==> src/rtl/bure_stage_id_hs_pkg.sv <==
// Shared RV32/RV64 instruction field extraction, opcode set and decode-stage types.
// Imported by the decode stage and its valid/ready pipe register.
package bure_stage_id_hs_pkg;

  localparam logic [6:0] OpLoad    = 7'h03;
  localparam logic [6:0] OpMiscMem = 7'h0F;
  localparam logic [6:0] OpImm     = 7'h13;
  localparam logic [6:0] OpAuipc   = 7'h17;
  localparam logic [6:0] OpImm32   = 7'h1B;
  localparam logic [6:0] OpStore   = 7'h23;
  localparam logic [6:0] OpReg     = 7'h33;
  localparam logic [6:0] OpLui     = 7'h37;
  localparam logic [6:0] OpReg32   = 7'h3B;
  localparam logic [6:0] OpBranch  = 7'h63;
  localparam logic [6:0] OpJalr    = 7'h67;
  localparam logic [6:0] OpJal     = 7'h6F;
  localparam logic [6:0] OpSystem  = 7'h73;

  typedef enum logic [1:0] {StEmpty, StFull, StSkid} skid_state_e;

  typedef struct packed {
    logic is_imm_op;
    logic is_jump_op;
    logic is_branch_op;
    logic is_load_op;
    logic is_store_op;
  } id_flags_t;

  typedef struct packed {
    logic [2:0] funct3;
    logic [6:0] funct7;
    logic [4:0] rs1;
    logic [4:0] rs2;
    logic [4:0] rd;
    logic       rd_wen;
    id_flags_t  flags;
    logic       illegal;
  } id_fields_t;

  function automatic logic [6:0] get_opcode(logic [31:0] instr);
    return instr[6:0];
  endfunction

  function automatic logic [4:0] get_rd(logic [31:0] instr);
    return instr[11:7];
  endfunction

  function automatic logic [4:0] get_rs1(logic [31:0] instr);
    return instr[19:15];
  endfunction

  function automatic logic [4:0] get_rs2(logic [31:0] instr);
    return instr[24:20];
  endfunction

  function automatic logic [2:0] get_funct3(logic [31:0] instr);
    return instr[14:12];
  endfunction

  function automatic logic [6:0] get_funct7(logic [31:0] instr);
    return instr[31:25];
  endfunction

  function automatic logic is_legal_opcode(logic [31:0] instr);
    if (instr[1:0] != 2'b11) return 1'b0;
    case (instr[6:0])
      OpLoad, OpMiscMem, OpImm, OpAuipc, OpImm32, OpStore, OpReg, OpLui, OpReg32,
      OpBranch, OpJalr, OpJal, OpSystem: return 1'b1;
      default: return 1'b0;
    endcase
  endfunction

  // 32-bit signed immediate; callers sign-extend to their XLEN.
  function automatic logic [31:0] get_imm(logic [31:0] instr);
    case (instr[6:0])
      OpLoad, OpMiscMem, OpImm, OpImm32, OpJalr, OpSystem:
        return {{20{instr[31]}}, instr[31:20]};
      OpStore:
        return {{20{instr[31]}}, instr[31:25], instr[11:7]};
      OpBranch:
        return {{19{instr[31]}}, instr[31], instr[7], instr[30:25], instr[11:8], 1'b0};
      OpLui, OpAuipc:
        return {instr[31:12], 12'b0};
      OpJal:
        return {{11{instr[31]}}, instr[31], instr[19:12], instr[20], instr[30:21], 1'b0};
      default:
        return '0;
    endcase
  endfunction

endpackage

==> src/rtl/bure_stage_id_hs_if.sv <==
// Fetch-side offer and execute-side decoded bundle of the decode stage.
// slave is the stage's view, master the surrounding pipeline's view.
interface bure_stage_id_hs_if #(
  parameter int unsigned DATA_WIDTH  = 32,
  parameter int unsigned INSTR_WIDTH = 32,
  parameter int unsigned ADDR_WIDTH  = 32
);
  logic                   i_instr_valid;
  logic                   o_instr_ready;
  logic [INSTR_WIDTH-1:0] i_instr;
  logic [ADDR_WIDTH-1:0]  i_pc;
  logic                   o_decode_valid;
  logic                   i_decode_ready;
  logic [ADDR_WIDTH-1:0]  o_pc;
  logic [2:0]             o_funct3;
  logic [6:0]             o_funct7;
  logic [4:0]             o_rs1_addr;
  logic [4:0]             o_rs2_addr;
  logic [4:0]             o_rd_addr;
  logic                   o_rd_wen;
  logic [DATA_WIDTH-1:0]  o_imm;
  logic                   o_is_imm_op;
  logic                   o_is_jump_op;
  logic                   o_is_branch_op;
  logic                   o_is_load_op;
  logic                   o_is_store_op;
  logic                   o_illegal;

  modport slave (
    input  i_instr_valid, i_instr, i_pc, i_decode_ready,
    output o_instr_ready, o_decode_valid, o_pc, o_funct3, o_funct7, o_rs1_addr, o_rs2_addr,
           o_rd_addr, o_rd_wen, o_imm, o_is_imm_op, o_is_jump_op, o_is_branch_op,
           o_is_load_op, o_is_store_op, o_illegal
  );

  modport master (
    output i_instr_valid, i_instr, i_pc, i_decode_ready,
    input  o_instr_ready, o_decode_valid, o_pc, o_funct3, o_funct7, o_rs1_addr, o_rs2_addr,
           o_rd_addr, o_rd_wen, o_imm, o_is_imm_op, o_is_jump_op, o_is_branch_op,
           o_is_load_op, o_is_store_op, o_illegal
  );
endinterface

==> src/rtl/bure_pipe_skid.sv <==
// Generic valid/ready pipeline register with an optional one-entry skid buffer.
// With SkidEn the upstream ready is registered, breaking the ready timing path.
module bure_pipe_skid
  import bure_stage_id_hs_pkg::*;
#(
  parameter int unsigned Width  = 8,
  parameter bit          SkidEn = 1'b1
) (
  input  logic             clk_i,
  input  logic             rst_ni,
  input  logic             flush_i,
  input  logic             in_valid_i,
  output logic             in_ready_o,
  input  logic [Width-1:0] in_data_i,
  output logic             out_valid_o,
  input  logic             out_ready_i,
  output logic [Width-1:0] out_data_o
);

  skid_state_e      state_q, state_d;
  logic             valid_q, valid_d;
  logic             ready_q, ready_d;
  logic [Width-1:0] out_q, out_d;
  logic [Width-1:0] skid_q, skid_d;
  logic             accept, consume;

  assign in_ready_o  = SkidEn ? ready_q : (!valid_q || out_ready_i);
  assign accept      = in_valid_i && in_ready_o && !flush_i;
  assign consume     = valid_q && out_ready_i;
  assign out_valid_o = valid_q;
  assign out_data_o  = out_q;

  always_comb begin
    state_d = state_q;
    out_d   = out_q;
    skid_d  = skid_q;
    unique case (state_q)
      StEmpty: begin
        if (accept) begin
          state_d = StFull;
          out_d   = in_data_i;
        end
      end
      StFull: begin
        // Without a skid entry an accept while full always coincides with a consume.
        if (accept && consume) begin
          out_d = in_data_i;
        end else if (accept) begin
          state_d = StSkid;
          skid_d  = in_data_i;
        end else if (consume) begin
          state_d = StEmpty;
        end
      end
      StSkid: begin
        if (consume) begin
          state_d = StFull;
          out_d   = skid_q;
        end
      end
      default: state_d = StEmpty;
    endcase
    if (flush_i) state_d = StEmpty;
    valid_d = (state_d != StEmpty);
    ready_d = (state_d != StSkid);
  end

  always_ff @(posedge clk_i or negedge rst_ni) begin
    if (!rst_ni) begin
      state_q <= StEmpty;
      valid_q <= 1'b0;
      ready_q <= 1'b1;
      out_q   <= '0;
      skid_q  <= '0;
    end else begin
      state_q <= state_d;
      valid_q <= valid_d;
      ready_q <= ready_d;
      out_q   <= out_d;
      skid_q  <= skid_d;
    end
  end

endmodule

==> src/rtl/bure_stage_id_hs.sv <==
// RV32/RV64 instruction-decode stage: combinational decode of the fetch offer,
// packed into a valid/ready pipe register towards execute, with flush.
module bure_stage_id_hs
  import bure_stage_id_hs_pkg::*;
#(
  parameter int unsigned DATA_WIDTH  = 32,
  parameter int unsigned INSTR_WIDTH = 32,
  parameter int unsigned ADDR_WIDTH  = 32,
  parameter bit          SKID_EN     = 1'b1
) (
  input  logic              i_clk,
  input  logic              i_rstn,
  input  logic              i_flush,
  bure_stage_id_hs_if.slave bus
);

  typedef struct packed {
    logic [ADDR_WIDTH-1:0] pc;
    logic [DATA_WIDTH-1:0] imm;
    id_fields_t            f;
  } id_bundle_t;

  logic [INSTR_WIDTH-1:0] instr_raw;
  logic [31:0]            instr;
  logic [6:0]             opcode;
  logic [31:0]            imm32;
  id_fields_t             fields;
  id_bundle_t             dec_bundle;
  id_bundle_t             out_bundle;

  assign instr_raw = bus.i_instr;
  assign instr     = instr_raw[31:0];
  assign opcode    = get_opcode(instr);

  always_comb begin
    fields         = '0;
    fields.funct3  = get_funct3(instr);
    fields.funct7  = get_funct7(instr);
    fields.rs1     = get_rs1(instr);
    fields.rs2     = get_rs2(instr);
    fields.rd      = get_rd(instr);
    fields.illegal = !is_legal_opcode(instr);
    imm32          = '0;
    // Illegal words travel as inert bundles: no writeback, no class, zero immediate.
    if (!fields.illegal) begin
      fields.flags.is_imm_op    = opcode inside {OpImm, OpImm32};
      fields.flags.is_jump_op   = opcode inside {OpJal, OpJalr};
      fields.flags.is_branch_op = (opcode == OpBranch);
      fields.flags.is_load_op   = (opcode == OpLoad);
      fields.flags.is_store_op  = (opcode == OpStore);
      fields.rd_wen = !(opcode inside {OpStore, OpBranch, OpMiscMem}) && (fields.rd != 5'd0);
      imm32         = get_imm(instr);
    end
  end

  always_comb begin
    dec_bundle     = '0;
    dec_bundle.pc  = bus.i_pc;
    dec_bundle.imm = DATA_WIDTH'($signed(imm32));
    dec_bundle.f   = fields;
  end

  bure_pipe_skid #(
    .Width  ($bits(id_bundle_t)),
    .SkidEn (SKID_EN)
  ) u_pipe (
    .clk_i       (i_clk),
    .rst_ni      (i_rstn),
    .flush_i     (i_flush),
    .in_valid_i  (bus.i_instr_valid),
    .in_ready_o  (bus.o_instr_ready),
    .in_data_i   (dec_bundle),
    .out_valid_o (bus.o_decode_valid),
    .out_ready_i (bus.i_decode_ready),
    .out_data_o  (out_bundle)
  );

  assign bus.o_pc           = out_bundle.pc;
  assign bus.o_imm          = out_bundle.imm;
  assign bus.o_funct3       = out_bundle.f.funct3;
  assign bus.o_funct7       = out_bundle.f.funct7;
  assign bus.o_rs1_addr     = out_bundle.f.rs1;
  assign bus.o_rs2_addr     = out_bundle.f.rs2;
  assign bus.o_rd_addr      = out_bundle.f.rd;
  assign bus.o_rd_wen       = out_bundle.f.rd_wen;
  assign bus.o_is_imm_op    = out_bundle.f.flags.is_imm_op;
  assign bus.o_is_jump_op   = out_bundle.f.flags.is_jump_op;
  assign bus.o_is_branch_op = out_bundle.f.flags.is_branch_op;
  assign bus.o_is_load_op   = out_bundle.f.flags.is_load_op;
  assign bus.o_is_store_op  = out_bundle.f.flags.is_store_op;
  assign bus.o_illegal      = out_bundle.f.illegal;

endmodule

==> src/flat_wrapper.sv <==
// flat-port wrapper written by rule: the top's interface ports become plain ports
module bure_stage_id_hs_flat import bure_stage_id_hs_pkg::*;
#(
  parameter int unsigned DATA_WIDTH  = 32,
  parameter int unsigned INSTR_WIDTH = 32,
  parameter int unsigned ADDR_WIDTH  = 32,
  parameter bit          SKID_EN     = 1'b1
)
  (i_clk, i_rstn, i_flush, bus_i_instr_valid, bus_i_instr, bus_i_pc, bus_i_decode_ready, bus_o_instr_ready, bus_o_decode_valid, bus_o_pc, bus_o_funct3, bus_o_funct7, bus_o_rs1_addr, bus_o_rs2_addr, bus_o_rd_addr, bus_o_rd_wen, bus_o_imm, bus_o_is_imm_op, bus_o_is_jump_op, bus_o_is_branch_op, bus_o_is_load_op, bus_o_is_store_op, bus_o_illegal);
  bure_stage_id_hs_if #(.DATA_WIDTH(DATA_WIDTH), .INSTR_WIDTH(INSTR_WIDTH), .ADDR_WIDTH(ADDR_WIDTH)) bus_i ();
  input  logic i_clk;
  input  logic i_rstn;
  input  logic i_flush;
  input wire logic [$bits(bus_i.i_instr_valid)-1:0] bus_i_instr_valid;
  input wire logic [$bits(bus_i.i_instr)-1:0] bus_i_instr;
  input wire logic [$bits(bus_i.i_pc)-1:0] bus_i_pc;
  input wire logic [$bits(bus_i.i_decode_ready)-1:0] bus_i_decode_ready;
  output wire logic [$bits(bus_i.o_instr_ready)-1:0] bus_o_instr_ready;
  output wire logic [$bits(bus_i.o_decode_valid)-1:0] bus_o_decode_valid;
  output wire logic [$bits(bus_i.o_pc)-1:0] bus_o_pc;
  output wire logic [$bits(bus_i.o_funct3)-1:0] bus_o_funct3;
  output wire logic [$bits(bus_i.o_funct7)-1:0] bus_o_funct7;
  output wire logic [$bits(bus_i.o_rs1_addr)-1:0] bus_o_rs1_addr;
  output wire logic [$bits(bus_i.o_rs2_addr)-1:0] bus_o_rs2_addr;
  output wire logic [$bits(bus_i.o_rd_addr)-1:0] bus_o_rd_addr;
  output wire logic [$bits(bus_i.o_rd_wen)-1:0] bus_o_rd_wen;
  output wire logic [$bits(bus_i.o_imm)-1:0] bus_o_imm;
  output wire logic [$bits(bus_i.o_is_imm_op)-1:0] bus_o_is_imm_op;
  output wire logic [$bits(bus_i.o_is_jump_op)-1:0] bus_o_is_jump_op;
  output wire logic [$bits(bus_i.o_is_branch_op)-1:0] bus_o_is_branch_op;
  output wire logic [$bits(bus_i.o_is_load_op)-1:0] bus_o_is_load_op;
  output wire logic [$bits(bus_i.o_is_store_op)-1:0] bus_o_is_store_op;
  output wire logic [$bits(bus_i.o_illegal)-1:0] bus_o_illegal;
  assign bus_i.i_instr_valid = bus_i_instr_valid;
  assign bus_i.i_instr = bus_i_instr;
  assign bus_i.i_pc = bus_i_pc;
  assign bus_i.i_decode_ready = bus_i_decode_ready;
  assign bus_o_instr_ready = bus_i.o_instr_ready;
  assign bus_o_decode_valid = bus_i.o_decode_valid;
  assign bus_o_pc = bus_i.o_pc;
  assign bus_o_funct3 = bus_i.o_funct3;
  assign bus_o_funct7 = bus_i.o_funct7;
  assign bus_o_rs1_addr = bus_i.o_rs1_addr;
  assign bus_o_rs2_addr = bus_i.o_rs2_addr;
  assign bus_o_rd_addr = bus_i.o_rd_addr;
  assign bus_o_rd_wen = bus_i.o_rd_wen;
  assign bus_o_imm = bus_i.o_imm;
  assign bus_o_is_imm_op = bus_i.o_is_imm_op;
  assign bus_o_is_jump_op = bus_i.o_is_jump_op;
  assign bus_o_is_branch_op = bus_i.o_is_branch_op;
  assign bus_o_is_load_op = bus_i.o_is_load_op;
  assign bus_o_is_store_op = bus_i.o_is_store_op;
  assign bus_o_illegal = bus_i.o_illegal;
  bure_stage_id_hs #(.DATA_WIDTH(DATA_WIDTH), .INSTR_WIDTH(INSTR_WIDTH), .ADDR_WIDTH(ADDR_WIDTH), .SKID_EN(SKID_EN)) u_core (.i_clk(i_clk), .i_rstn(i_rstn), .i_flush(i_flush), .bus(bus_i));
endmodule
==> config.mk <==
export PLATFORM = sky130hd
export DESIGN_NAME = bure_stage_id_hs_flat
export DESIGN_NICKNAME = d
export VERILOG_FILES = /design/src/rtl/bure_stage_id_hs_pkg.sv /design/src/rtl/bure_stage_id_hs_if.sv /design/src/rtl/bure_pipe_skid.sv /design/src/rtl/bure_stage_id_hs.sv /design/src/flat_wrapper.sv
export SDC_FILE = /design/constraint.sdc
export NUM_CORES = 1
export LEC_CHECK = 0
export BUFFER_PORTS_ARGS = -buffer_cell sky130_fd_sc_hd__buf_2
export CORE_ASPECT_RATIO = 1.4
export CORE_UTILIZATION = 25
export DETAILED_ROUTE_END_ITERATION = 7
export MAX_ROUTING_LAYER = met4
export SLEW_MARGIN = 20
export SYNTH_ARGS = -nofsm -noshare
export SYNTH_HDL_FRONTEND = slang
export SYNTH_SLANG_ARGS = --single-unit
==> constraint.sdc <==
create_clock -name i_clk -period 2.4 [get_ports i_clk]
set_input_delay 0.36 -clock i_clk [delete_from_list [all_inputs] [get_ports i_clk]]
set_output_delay 0.36 -clock i_clk [all_outputs]
set_load 0.05 [all_outputs]
# Yosys cells after proc, flatten, opt, wreduce, memory -nomap -nowiden
# Cells that the tools add are included.
dict set report word_totals {
  wordCells 64
  out_inout_bits 98
  register_bits 196
}
dict set report classes {
  n_mux 18
  eq_ne 20
  reduce_logical 20
  bitwise 1
}
# cell n
set op_table {}
lappend op_table {{$mux W96} 3}
lappend op_table {{$pmux W96 S3} 1}
lappend op_table {{$pmux W32 S5} 1}
lappend op_table {{$mux W32} 1}
lappend op_table {{$eq A7 B6 Y1 const B} 4}
lappend op_table {{$eq A7 B7 Y1 const B} 4}
lappend op_table {{$eq A7 B5 Y1 const B} 3}
lappend op_table {{$reduce_or A13 Y1} 1}
lappend op_table {{$mux W2} 6}
lappend op_table {{$ne A2 B2 Y1 const B} 5}
lappend op_table {{$eq A7 B2 Y1 const B} 1}
lappend op_table {{$eq A7 B4 Y1 const B} 1}
lappend op_table {{$mux W6} 1}
lappend op_table {{$pmux W2 S3} 1}
lappend op_table {{$reduce_bool A2 Y1} 3}
lappend op_table {{$reduce_bool A3 Y1} 2}
lappend op_table {{$reduce_or A6 Y1} 1}
lappend op_table {{$logic_and A1 B1 Y1} 5}
lappend op_table {{$reduce_bool A5 Y1} 1}
lappend op_table {{$mux W1} 4}
lappend op_table {{$reduce_and A4 Y1} 1}
lappend op_table {{$logic_not A1 Y1} 3}
lappend op_table {{$reduce_and A3 Y1} 1}
lappend op_table {{$eq A2 B1 Y1 const B} 1}
lappend op_table {{other kinds (4)} 4}

# Logic depth before layout (Yosys ltp)
# Gate-level depths: netlist of run 1.
dict set report logic_depth {
  depth_word 7
  depth_mapped 8
}

# Cells and area by module
# A second synthesis of run 1 with hierarchy kept.
dict set report hier_totals {
  cells_unflattened 678
  area_unflattened_um2 8953.6
}
# module instances area_per_inst_um2 cells_each seq_area_each_um2
set modules_own_cells {}
lappend modules_own_cells {bure_pipe_skid 1 8179.1 554 4906.0}
lappend modules_own_cells {bure_stage_id_hs 1 774.5 124 0.0}

# Worst setup path before layout of run 1
# No wires, ideal clock.
dict set report synth_timing {
  kind {register to register}
  start {reg u_core.u_pipe.valid_q (netlist: u_core.u_pipe.out_valid_o)}
  end {reg u_core.u_pipe.out_q[5] (netlist: u_core.u_pipe.out_data_o[5])}
  path_buffers 1
  setup_slack_ns 0.389
  arrival_time_ns 1.886
  synth_period_minus_slack_ns 2.011
  path_stages_with_launch 6
  required_time_ns 2.275
  path_cell_list {dfrtp_1 -> nand2_2 -> a2111o_1 -> nand2_1 -> buf_6 -> mux2_2}
}
dict set report synth_between {
  elab_chain_len 4
  word_cells_on_any_way 5
}
# element line_no
set synth_rtl {}
lappend synth_rtl {{from (decl)} bure_pipe_skid.sv:21} ;# logic valid_q, valid_d;
lappend synth_rtl {{from (signal assigned)} bure_pipe_skid.sv:77} ;# valid_q <= valid_d;
lappend synth_rtl {{$logic_and A1 B1 Y1 *} bure_pipe_skid.sv:29} ;# assign consume = valid_q && out_ready_i;
lappend synth_rtl {{$logic_and A1 B1 Y1} bure_pipe_skid.sv:46} ;# if (accept && consume) begin
lappend synth_rtl {{$ne A2 B2 Y1 (no line)} -}
lappend synth_rtl {{$reduce_and A4 Y1 (no line) *} -}
lappend synth_rtl {{to (signal assigned)} bure_pipe_skid.sv:79} ;# out_q <= out_d;
lappend synth_rtl {{to (decl)} bure_pipe_skid.sv:23} ;# logic [Width-1:0] out_q, out_d;
# Mark *: on every way between the ends. The rest lies on a longest branch, timed or not.
# A chain may end at the register's enable or synchronous reset.

# Final worst setup path of run 1
dict set report layout_timing {
  start {reg u_core.u_pipe.ready_q (netlist: u_core.u_pipe.in_ready_o)}
  end {reg u_core.u_pipe.skid_q[49]}
}
dict set report layout_between {
  elab_chain_len 5
}
# element line_no
set layout_rtl {}
lappend layout_rtl {{from (decl)} bure_pipe_skid.sv:22} ;# logic ready_q, ready_d;
lappend layout_rtl {{from (signal assigned)} bure_pipe_skid.sv:78} ;# ready_q <= ready_d;
lappend layout_rtl {{$logic_and A1 B1 Y1 * (2 in series)} bure_pipe_skid.sv:28} ;# assign accept = in_valid_i && in_ready_o && !flush_i;
lappend layout_rtl {{$logic_and A1 B1 Y1} bure_pipe_skid.sv:46}
lappend layout_rtl {{$not A1 Y1 (no line)} -}
lappend layout_rtl {{$reduce_and A3 Y1 (no line) *} -}
lappend layout_rtl {{to (signal assigned)} bure_pipe_skid.sv:80} ;# skid_q <= skid_d;
lappend layout_rtl {{to (decl)} bure_pipe_skid.sv:24} ;# logic [Width-1:0] skid_q, skid_d;
# Marks and branches as above.

==> summary.md, run 1 <==
| Metric | Value |
|---|---|
| Status | finished, final reports clean |
| Max-Cap Viols | 0 |
| Die Ht | 221 µm |
| RSZ-0062 raised after global routing | false |
| Critical path startpoint category | flip-flop |
| Final sum of negative setup slack | 0 ps |
| Final slew viol count | 0 |
| P per Cell Area | 1000 nW/µm² |
| Violation count after the first detailed-route iteration | 557 |
| Avg Synthesized Cell Area | 8.87 µm² |
| Post-CTS Setup Bufs | 0 |
| Place WS | 418 ps |
| Routed WL | 25.2 mm |
| Vias in the first global route | 7060 |
| DRC Markers | 0 |
| Syn nets | 1037 |
| Register area share after synthesis | 57.2% |
| Grt ovf | 0 |
| Final nets | 1181 |
| Final worst slack | 445 ps |
| Least-Margin Pin Slew | 503 ps |
| Cts hold-fix bufs | 1 |
| Top cells by count, synth | 347 x nand2_1, 195 x dfrtp_1, 91 x nor2_1 |
| Clock Skews | 9.63 ps |
| Buffers on Ports | 166 |
| Vias per cell | 4.62 |
| Hold Vio Cnt, Final | 0 |
| Number of synthesized flops with an enable pin | 0 |
| Maximum VDD drop | 0.000514 V |
| Share of flip-flops with an asynchronous set or reset | 100% |
| CTS tree | done |
| Hold Slack | 112 ps |
| Yosys top cell by area | dfrtp_1 |
| Gpl congestion | 0.806 |
| CP cell instances | nand2_1, nor3_1, buf_4, nand3_4, or3_1, o211ai_1 |
| Hold Crit Class | in2reg |
| HPWL after DPL | 18.0 mm |
| Cell Area, Synth | 8580 µm² |
| DR WL/cell | 16.0 µm |
| H-tree Lvls | 4 |
| Tmin final | 1950 ps |
| Clock latency on the worst-skew pair | 460 ps |
| Mapped Cells | 968 |
| CTS Buffer Depth | 2 |
| Dominant cells by area after synthesis | dfrtp_1 57%, nand2_1 15%, a31oi_1 5.8% |
| Yosys warns | 0 |
| Final non-filler cell total | 1571 |
| Critical Path RT | 2770 ps |
| CP arrival | 2330 ps |
| PostCTS Resize Cnt | 0 |
| P&R area growth vs syn | 24.1% |
| #FFs+latches synth | 196 |
| Final Instance Area | 10700 µm² |
| I/O pins | 167 |
| Relative slew margins | 66.5% |
| Row Count | 79 |
| Die Wd | 159 µm |
| Via count | 7256 |
| Most common cell in the netlist | nand2_1 |
| Clock root buffer | clkbuf_16 |
| Global-route wire length before repair | 39.8 mm |
| Crit-path max FO | 8 |
| Post-DP Area | 10000 µm² |
| Clock slew at reported path FFs | 80 ps |
| Initial antenna violation count | 1 |
| CTS sink count | 196 |
| Initial DRT Pass Iterations | 5 |
| DP Cell Count | 1537 |
| Maximum clock rate | 512 MHz |
| Leakage | 4.95 nW |
| Core area | 33500 µm² |
| Post-route ant nets | 0 |
| Die ar. | 35100 µm² |
| Fillers | 3493 |
| Starting Density | 25.6% |
| # setup viols final | 0 |
| Total track usage | 15.5% |
| TritonCTS Buffers | 17 |
| Critical Path Slowest Stage Cell | or3_1 |
| Largest net degree at the start of global routing | 62 |
| Final period util | 81.4% |
| Fraction of layout cells with a size suffix above 1 | 21.5% |
| Share of the synthesized area in the top cell type | 56.9% |
| Synth cell types | 56 |
| Largest stage delay, worst path | 570 ps |
| Top_reg_cell synth | dfrtp_1 |
| Critical Path Sink Type | flip-flop |
| WS Path Type | reg2reg |
area by class of cell:
cell class	count	area [µm²]	area share (%)
clock buffer	17	425	3.99
clock inverter	15	183	1.72
timing repair buffer	195	1200	11.2
tap	445	557	5.23
multi-input combinational	700	3370	31.7
inverter	2	7.51	0.0705
antenna	1	2.50	0.0235
sequential	196	4910	46.1
routing by layer:
metal,vias up,GRT usage [%],wire length [µm]
met5,-,-,0
met4,0,5.15,513
met3,34,3.68,1140
met2,172,26.0,12900
met1,3486,17.9,10600
li1,3564,-,-
cells in the final DEF (no fill, tap or decap), types with 6 or more instances in the layout:
master     synthesis  routed
or3_1             13      13
clkbuf_16          0      17
a21oi_1           28      28
nor3_1            11      11
a22o_1             6       6
nor2_1            91      91
o21ai_0           22      22
o211ai_1           9       9
buf_4              2      17
o22ai_1           21      21
dfrtp_1          195     195
a31oi_1           80      80
buf_12             0      11
nand3_1           11      10
buf_2             21     165
nand2_1          347     346
metrics by stage:
step / util [%] / power (mW)
floorplan: - / 6.86
global placement: 29.9 / 7.77
detailed placement: 29.9 / 7.83
CTS: 31.8 / 10.8
global route: 31.8 / 11.3
finish: 31.8 / 10.7
sequential cells by signal, summed over array words and instances, names as in the netlist:
signal / flops
u_core.u_pipe.out_data_o: 96
u_core.u_pipe.skid_q: 96
u_core.u_pipe.state_q: 2
u_core.u_pipe.in_ready_o: 1
u_core.u_pipe.out_valid_o: 1
kinds of logic after synthesis:
| kind of cell | Yosys count | synth area share [%] |
|---|---|---|
| compound gates | 190 | 14.0 |
| xor+xnor | 2 | 0.204 |
| buf+inv | 72 | 4.08 |
| flops | 196 | 57.2 |
| mux | 3 | 0.364 |
| simple gates | 505 | 24.2 |
final timing paths:
path | to | slack [ps] | cells past startpoint | from
worst max-delay path | u_core.u_pipe.skid_q[49] | 450 | 6 | u_core.u_pipe.in_ready_o
worst min-delay path | u_core.u_pipe.skid_q[74] | 110 | 3 | bus_i_pc[10]
worst max register to register | u_core.u_pipe.skid_q[49] | 450 | 6 | u_core.u_pipe.in_ready_o
worst min register to register | u_core.u_pipe.skid_q[89] | 480 | 2 | u_core.u_pipe.skid_q[89]
max in group asynchronous | u_core.u_pipe.skid_q[48] | 1320 | 3 | i_rstn
min in group asynchronous | u_core.u_pipe.skid_q[90] | 420 | 2 | i_rstn
where the power goes:
group | switching (mW) | total, mW | leakage (nW) | internal, mW
Sequential | 0.438 | 4.57 | 2.38 | 4.13
Clock | 1.45 | 2.95 | 0.291 | 1.50
Combinational | 2.32 | 3.16 | 2.28 | 0.842
critical path: cells and delay by family (launching register included):
family / cells / cell delay, ps
buffers and inverters: 1 / 160
flip-flops: 1 / 530
AO/OA/AOI/OAI: 1 / 150
AND/OR/NAND/NOR: 4 / 1030
(Power assumes the default switching activity.)
==> run 2, diff against run 1 <==
--- a/config.mk
+++ b/config.mk
@@ -5,6 +5,7 @@
 export SDC_FILE = /design/constraint.sdc
 export NUM_CORES = 1
 export LEC_CHECK = 0
+export ABC_AREA = 1
 export BUFFER_PORTS_ARGS = -buffer_cell sky130_fd_sc_hd__buf_2
 export CORE_ASPECT_RATIO = 1.4
 export CORE_UTILIZATION = 25
==> constraint.sdc (replaced) <==
create_clock -name i_clk -period 1.7 [get_ports i_clk]
set_input_delay 0.255 -clock i_clk [delete_from_list [all_inputs] [get_ports i_clk]]
set_output_delay 0.255 -clock i_clk [all_outputs]
set_load 0.05 [all_outputs]
==> summary.md, run 2 <==
| Metric | Value |
|---|---|
| Status | finished, final reports clean |
| DRC Markers | 0 |
| Hold Crit Class | in2reg |
| Fin util | 31.7% |
| Register area share after synthesis | 53.8% |
| Final non-filler cell total | 1812 |
| Post-DP Area | 10700 µm² |
| Share of the synthesized area in the top cell type | 53.5% |
| Dominant cells by area after synthesis | dfrtp_1 54%, nand2_1 17%, o21ai_0 11% |
| Least-Margin Pin Slew | 570 ps |
| Share of flip-flops with an asynchronous set or reset | 100% |
| Initial antenna violation count | 2 |
| CTS sink count | 196 |
| Worst path top cell family by delay | buffers and inverters |
| Total Power | 15.1 mW |
| Mapped Cells | 1169 |
| Total track usage | 14.9% |
| # setup viols final | 0 |
| RSZ-0062 raised after global routing | true |
| Final nets | 1404 |
| Number of synthesized flops with an enable pin | 0 |
| Syn nets | 1238 |
| Most common cell after layout, fill and taps aside | nand2_1 |
| Largest net degree at the start of global routing | 87 |
| Starting Density | 25.4% |
| Yosys warns | 0 |
| Post-route ant nets | 0 |
| Post-CTS Setup Bufs | 0 |
| Vias per cell | 4.42 |
| Leakage | 6.14 nW |
| CP Buf/Inv Count | 4 |
| Row Count | 82 |
| Crit-path max FO | 69 |
| Buffers on Ports | 166 |
| TritonCTS Buffers | 17 |
| DR WL/cell | 14.5 µm |
| Die ar. | 37200 µm² |
| CTS Buffer Depth | 2 |
| Avg Synthesized Cell Area | 7.80 µm² |
| CP cell instances | dlygate4sd3_1, buf_2, inv_1, nand3_1, nand2_1, nand3_4, buf_12, a21oi_1, nand2_1, nand2_1 |
| CTS tree | done |
| Violation count after the first detailed-route iteration | 633 |
| Place WS | -93.3 ps |
| Relative slew margins | 62.0% |
| Most common cell in the netlist | nand2_1 |
| Core area | 35900 µm² |
| Initial DRT Pass Iterations | 5 |
| Clock Skews | 9.99 ps |
| Most frequent cells in the layout | 404 x nand2_1, 203 x o21ai_0, 195 x dfrtp_1 |
| Tmin final | 1620 ps |
| Routed WL | 26.2 mm |
| CP dominant cell by count | nand2_1 |
| Hold Slack | 33.3 ps |
| Critical Path Sink Type | flip-flop |
| Critical Path RT | 2090 ps |
| Cell Area, Synth | 9120 µm² |
| DP Cell Count | 1776 |
| Critical path startpoint category | primary input |
| WS Path Type | in2reg |
| Grt ovf | 0 |
| CP arrival | 2010 ps |
| HPWL after DPL | 19.0 mm |
| Synth cell types | 27 |
| Final period util | 95.1% |
| Vias in the first global route | 7686 |
| Top_reg_cell synth | dfrtp_1 |
| Final slew viol count | 0 |
| Critical Path Slowest Stage Cell | dlygate4sd3_1 |
| Fraction of layout cells with a size suffix above 1 | 19.8% |
| Max-Cap Viols | 0 |
| I/O pins | 167 |
| P per Cell Area | 1320 nW/µm² |
| Final Instance Area | 11400 µm² |
| Hold Vio Cnt, Final | 0 |
| Final sum of negative setup slack | 0 ps |
| #FFs+latches synth | 196 |
| Die Ht | 228 µm |
| Largest stage delay, worst path | 540 ps |
| Final worst slack | 84.0 ps |
| Via count | 8001 |
| Top cells by count, synth | 405 x nand2_1, 204 x o21ai_0, 195 x dfrtp_1 |
| P&R area growth vs syn | 24.9% |
| Clock latency on the worst-skew pair | 450 ps |
| Clock root buffer | clkbuf_16 |
| Clock slew at reported path FFs | 80 ps |
| Yosys top cell by area | dfrtp_1 |
| Maximum VDD drop | 0.000609 V |
| H-tree Lvls | 4 |
| Gpl congestion | 0.859 |
| Fillers | 3848 |
| Maximum clock rate | 619 MHz |
| Die Wd | 163 µm |
| Global-route wire length before repair | 41.6 mm |
==> run 2: power breakdown <==
| group | internal, mW | leakage [nW] | switching (mW) |
|---|---|---|---|
| combinational | 1.13 | 3.35 | 3.19 |
| sequential | 5.96 | 2.50 | 0.536 |
| clock | 2.30 | 0.296 | 1.97 |
==> run 2: final timing paths <==
path,start,endpoint,slack [ps],depth (start not counted)
worst max-delay path,i_flush,u_core.u_pipe.out_data_o[36],80,10
worst max register to register,u_core.u_pipe.in_ready_o,u_core.u_pipe.out_data_o[36],90,7
worst min-delay path,bus_i_pc[5],u_core.u_pipe.skid_q[69],30,3
max in group asynchronous,i_rstn,u_core.u_pipe.skid_q[80],750,3
worst min register to register,u_core.u_pipe.out_data_o[34],u_core.u_pipe.out_data_o[34],470,2
min in group asynchronous,i_rstn,u_core.u_pipe.out_data_o[19],260,2
==> run 2: layout make-up <==
| cell class | count | area (µm²) | area share, % |
|---|---|---|---|
| flip-flops and latches | 196 | 4910 | 43.1 |
| multi-input cells | 795 | 3490 | 30.7 |
| repair buffers | 217 | 1380 | 12.1 |
| well taps | 462 | 578 | 5.08 |
| clock buffers | 19 | 453 | 3.98 |
| inverters | 108 | 407 | 3.57 |
| clock inverters | 13 | 164 | 1.44 |
| diodes | 2 | 5.00 | 0.0440 |
==> run 2: timing repair <==
item / 4_1_cts / 5_1_grt
gates resized for setup: 0 / 1
endpoints found under the hold margin: 29 / 0
hold buffers: 2 / 0
endpoints found under the setup margin: 0 / 44
==> run 2: metal layers <==
| layer | global-route usage, % | vias up | wire length, µm |
|---|---|---|---|
| met2 | 24.4 | 185 | 13200 |
| met5 | - | - | 0 |
| met1 | 18.4 | 3743 | 11500 |
| li1 | - | 4046 | - |
| met4 | 5.11 | 0 | 500 |
| met3 | 2.42 | 27 | 1030 |
==> run 2: logic make-up (layout without fill, tap and decap cells) <==
family | count (synthesis) | after routing | synth area share (%)
AO/OA/AOI/OAI | 281 | 281 | 15.7
flip-flops | 196 | 196 | 53.8
multiplexers | 1 | 1 | 0.110
other | 0 | 2 | 0
AND/OR/NAND/NOR | 513 | 513 | 22.3
buffers and inverters | 178 | 357 | 8.11
==> run 2: tightest hold or removal path, delay by kind of cell <==
family	cells	cell delay, ps
simple gates	1	40
compound gates	1	60
buf+inv	1	90
==> run 3, diff against run 2 <==
--- a/config.mk
+++ b/config.mk
@@ -10,6 +10,7 @@
 export CORE_ASPECT_RATIO = 1.4
 export CORE_UTILIZATION = 25
 export DETAILED_ROUTE_END_ITERATION = 7
+export GPL_TIMING_DRIVEN = 0
 export MAX_ROUTING_LAYER = met4
 export SLEW_MARGIN = 20
 export SYNTH_ARGS = -nofsm -noshare
==> constraint.sdc (replaced) <==
create_clock -name i_clk -period 1.35 [get_ports i_clk]
set_input_delay 0.2025 -clock i_clk [delete_from_list [all_inputs] [get_ports i_clk]]
set_output_delay 0.2025 -clock i_clk [all_outputs]
set_load 0.05 [all_outputs]
==> summary.md, run 3 (same netlist as run 2, synthesis figures left out) <==
| Metric | Value |
|---|---|
| Relative slew margins | 63.0% |
| Clock root buffer | clkbuf_16 |
| P&R area growth vs syn | 59.4% |
| Critical R2R Launch | u_core.u_pipe.in_ready_o |
| Vias in the first global route | 8764 |
| I/O pins | 167 |
| Violated checks | negative hold slack, negative setup slack |
| # setup viols final | 194 |
| Starting Density | 25.4% |
| DR WL/cell | 17.8 µm |
| Vias per cell | 4.69 |
| Place WS | -976 ps |
| Least-Margin Pin Slew | 553 ps |
| Final period util | 119% |
| Critical Path RT | 1680 ps |
| Crit-path max FO | 8 |
| Tmin final | 1600 ps |
| CP arrival | 1940 ps |
| Critical Path Start | u_core.u_pipe.in_ready_o |
| Via count | 9000 |
| Reg2reg path depth | 8 |
| Initial antenna violation count | 9 |
| Hold Slack | -355 ps |
| Clock Skews | 11.3 ps |
| Critical Path Sink Type | flip-flop |
| Final slew viol count | 0 |
| Largest net degree at the start of global routing | 91 |
| Hold Vio Cnt, Final | 48 |
| Status | finished with violations |
| Post-route ant nets | 0 |
| CTS tree | done |
| Violation count after the first detailed-route iteration | 732 |
| CTS sink count | 196 |
| Final worst slack | -252 ps |
| Die ar. | 37200 µm² |
| CTS Buffer Depth | 2 |
| Max-Cap Viols | 0 |
| Gpl congestion | 0.943 |
| Clock slew at reported path FFs | 70 ps |
| Critical path startpoint category | flip-flop |
| H-tree Lvls | 4 |
| P per Cell Area | 1470 nW/µm² |
| DRC Markers | 0 |
| Cts hold-fix bufs | 28 |
| WS Path Type | reg2reg |
| Leakage | 7.60 nW |
| Final nets | 1505 |
| Grt ovf | 0 |
| RSZ-0062 raised after global routing | true |
| Maximum clock rate | 624 MHz |
| Final Instance Area | 14500 µm² |
| Maximum VDD drop | 0.000911 V |
| Most common cell after layout, fill and taps aside | nand2_1 |
| Crit Reg-Reg Endpoint | u_core.u_pipe.skid_q[87] |
| Clock latency on the worst-skew pair | 460 ps |
| Initial DRT Pass Iterations | 5 |
| Die Ht | 228 µm |
| Post-DP Area | 10800 µm² |
| Core area | 35900 µm² |
| HPWL after DPL | 22.5 mm |
| TritonCTS Buffers | 17 |
| Buffers on Ports | 166 |
| Global-route wire length before repair | 49.4 mm |
| Hold Crit Class | in2async |
| Worst reg-to-reg setup slack | -250 ps |
| Die Wd | 163 µm |
| Most frequent cells in the layout | 206 x nand2_1, 193 x dfrtp_1, 125 x nand2_2 |
| Total track usage | 18.2% |
| Routed WL | 34.1 mm |
| Fraction of layout cells with a size suffix above 1 | 44.3% |
| Row Count | 82 |
==> run 3: final cells by class <==
type	instances	area (µm²)
clock inverter	14	154
timing repair buffer	253	2380
multi-input combinational	795	4780
inverter	108	428
clock buffer	18	429
antenna	10	25.0
fill	3509	21400
tap	462	578
buffer	65	857
sequential	196	4910
==> run 3: critical path, stage by stage (launching register included) <==
cell and delay [ps]:
dfstp_2 560, nand3_4 110, nor2_4 120, nand2_4 120, buf_12 170, buf_12 140, clkbuf_16 160, nand2_2 50
o21ai_1 50
==> run 3: worst max-delay path by stage <==
stage,endpoint,slack (ps),cells after the start
2_1_floorplan,u_core.u_pipe.skid_q[64],-240,7
3_3_place_gp,u_core.u_pipe.out_valid_o,-3670,1
6_report,u_core.u_pipe.skid_q[87],-250,8
3_5_place_dp,u_core.u_pipe.out_data_o[31],-980,7
5_1_grt,u_core.u_pipe.out_data_o[95],-280,8
4_1_cts,u_core.u_pipe.out_data_o[70],-240,8
==> run 3: per-stage QoR <==
stage	instances	setup TNS [ps]	power [mW]	utilization [%]
floorplan	1169	-37850	12.3	-
global placement	1797	-730180	13.8	29.9
detailed placement	1799	-84230	14.0	30.1
CTS	1881	-36070	20.0	35.2
global route	1920	-44440	22.5	40.5
finish	1921	-36210	21.4	40.5
==> run 3: layer usage <==
layer | GRT usage [%] | part of all wire, %
met1 | 20.9 | 40
met2 | 29.7 | 51
met3 | 4.09 | 5.6
met4 | 8.53 | 3.2
met5 | - | 0
==> run 3: power by group <==
group	internal, mW	switching [mW]	leakage [nW]
registers	7.51	1.04	2.50
logic	2.83	4.79	4.83
clock network	2.75	2.45	0.277
total	13.1	8.29	7.60
==> run 3: what timing repair did <==
| item | 4_1_cts | 5_1_grt |
|---|---|---|
| endpoints found under the hold margin | 77 | 47 |
| pin swaps | 29 | 45 |
| setup buffers | 10 | 18 |
| gates cloned | 14 | 15 |
| setup endpoints to repair | 196 | 223 |
| gates resized for setup | 186 | 509 |
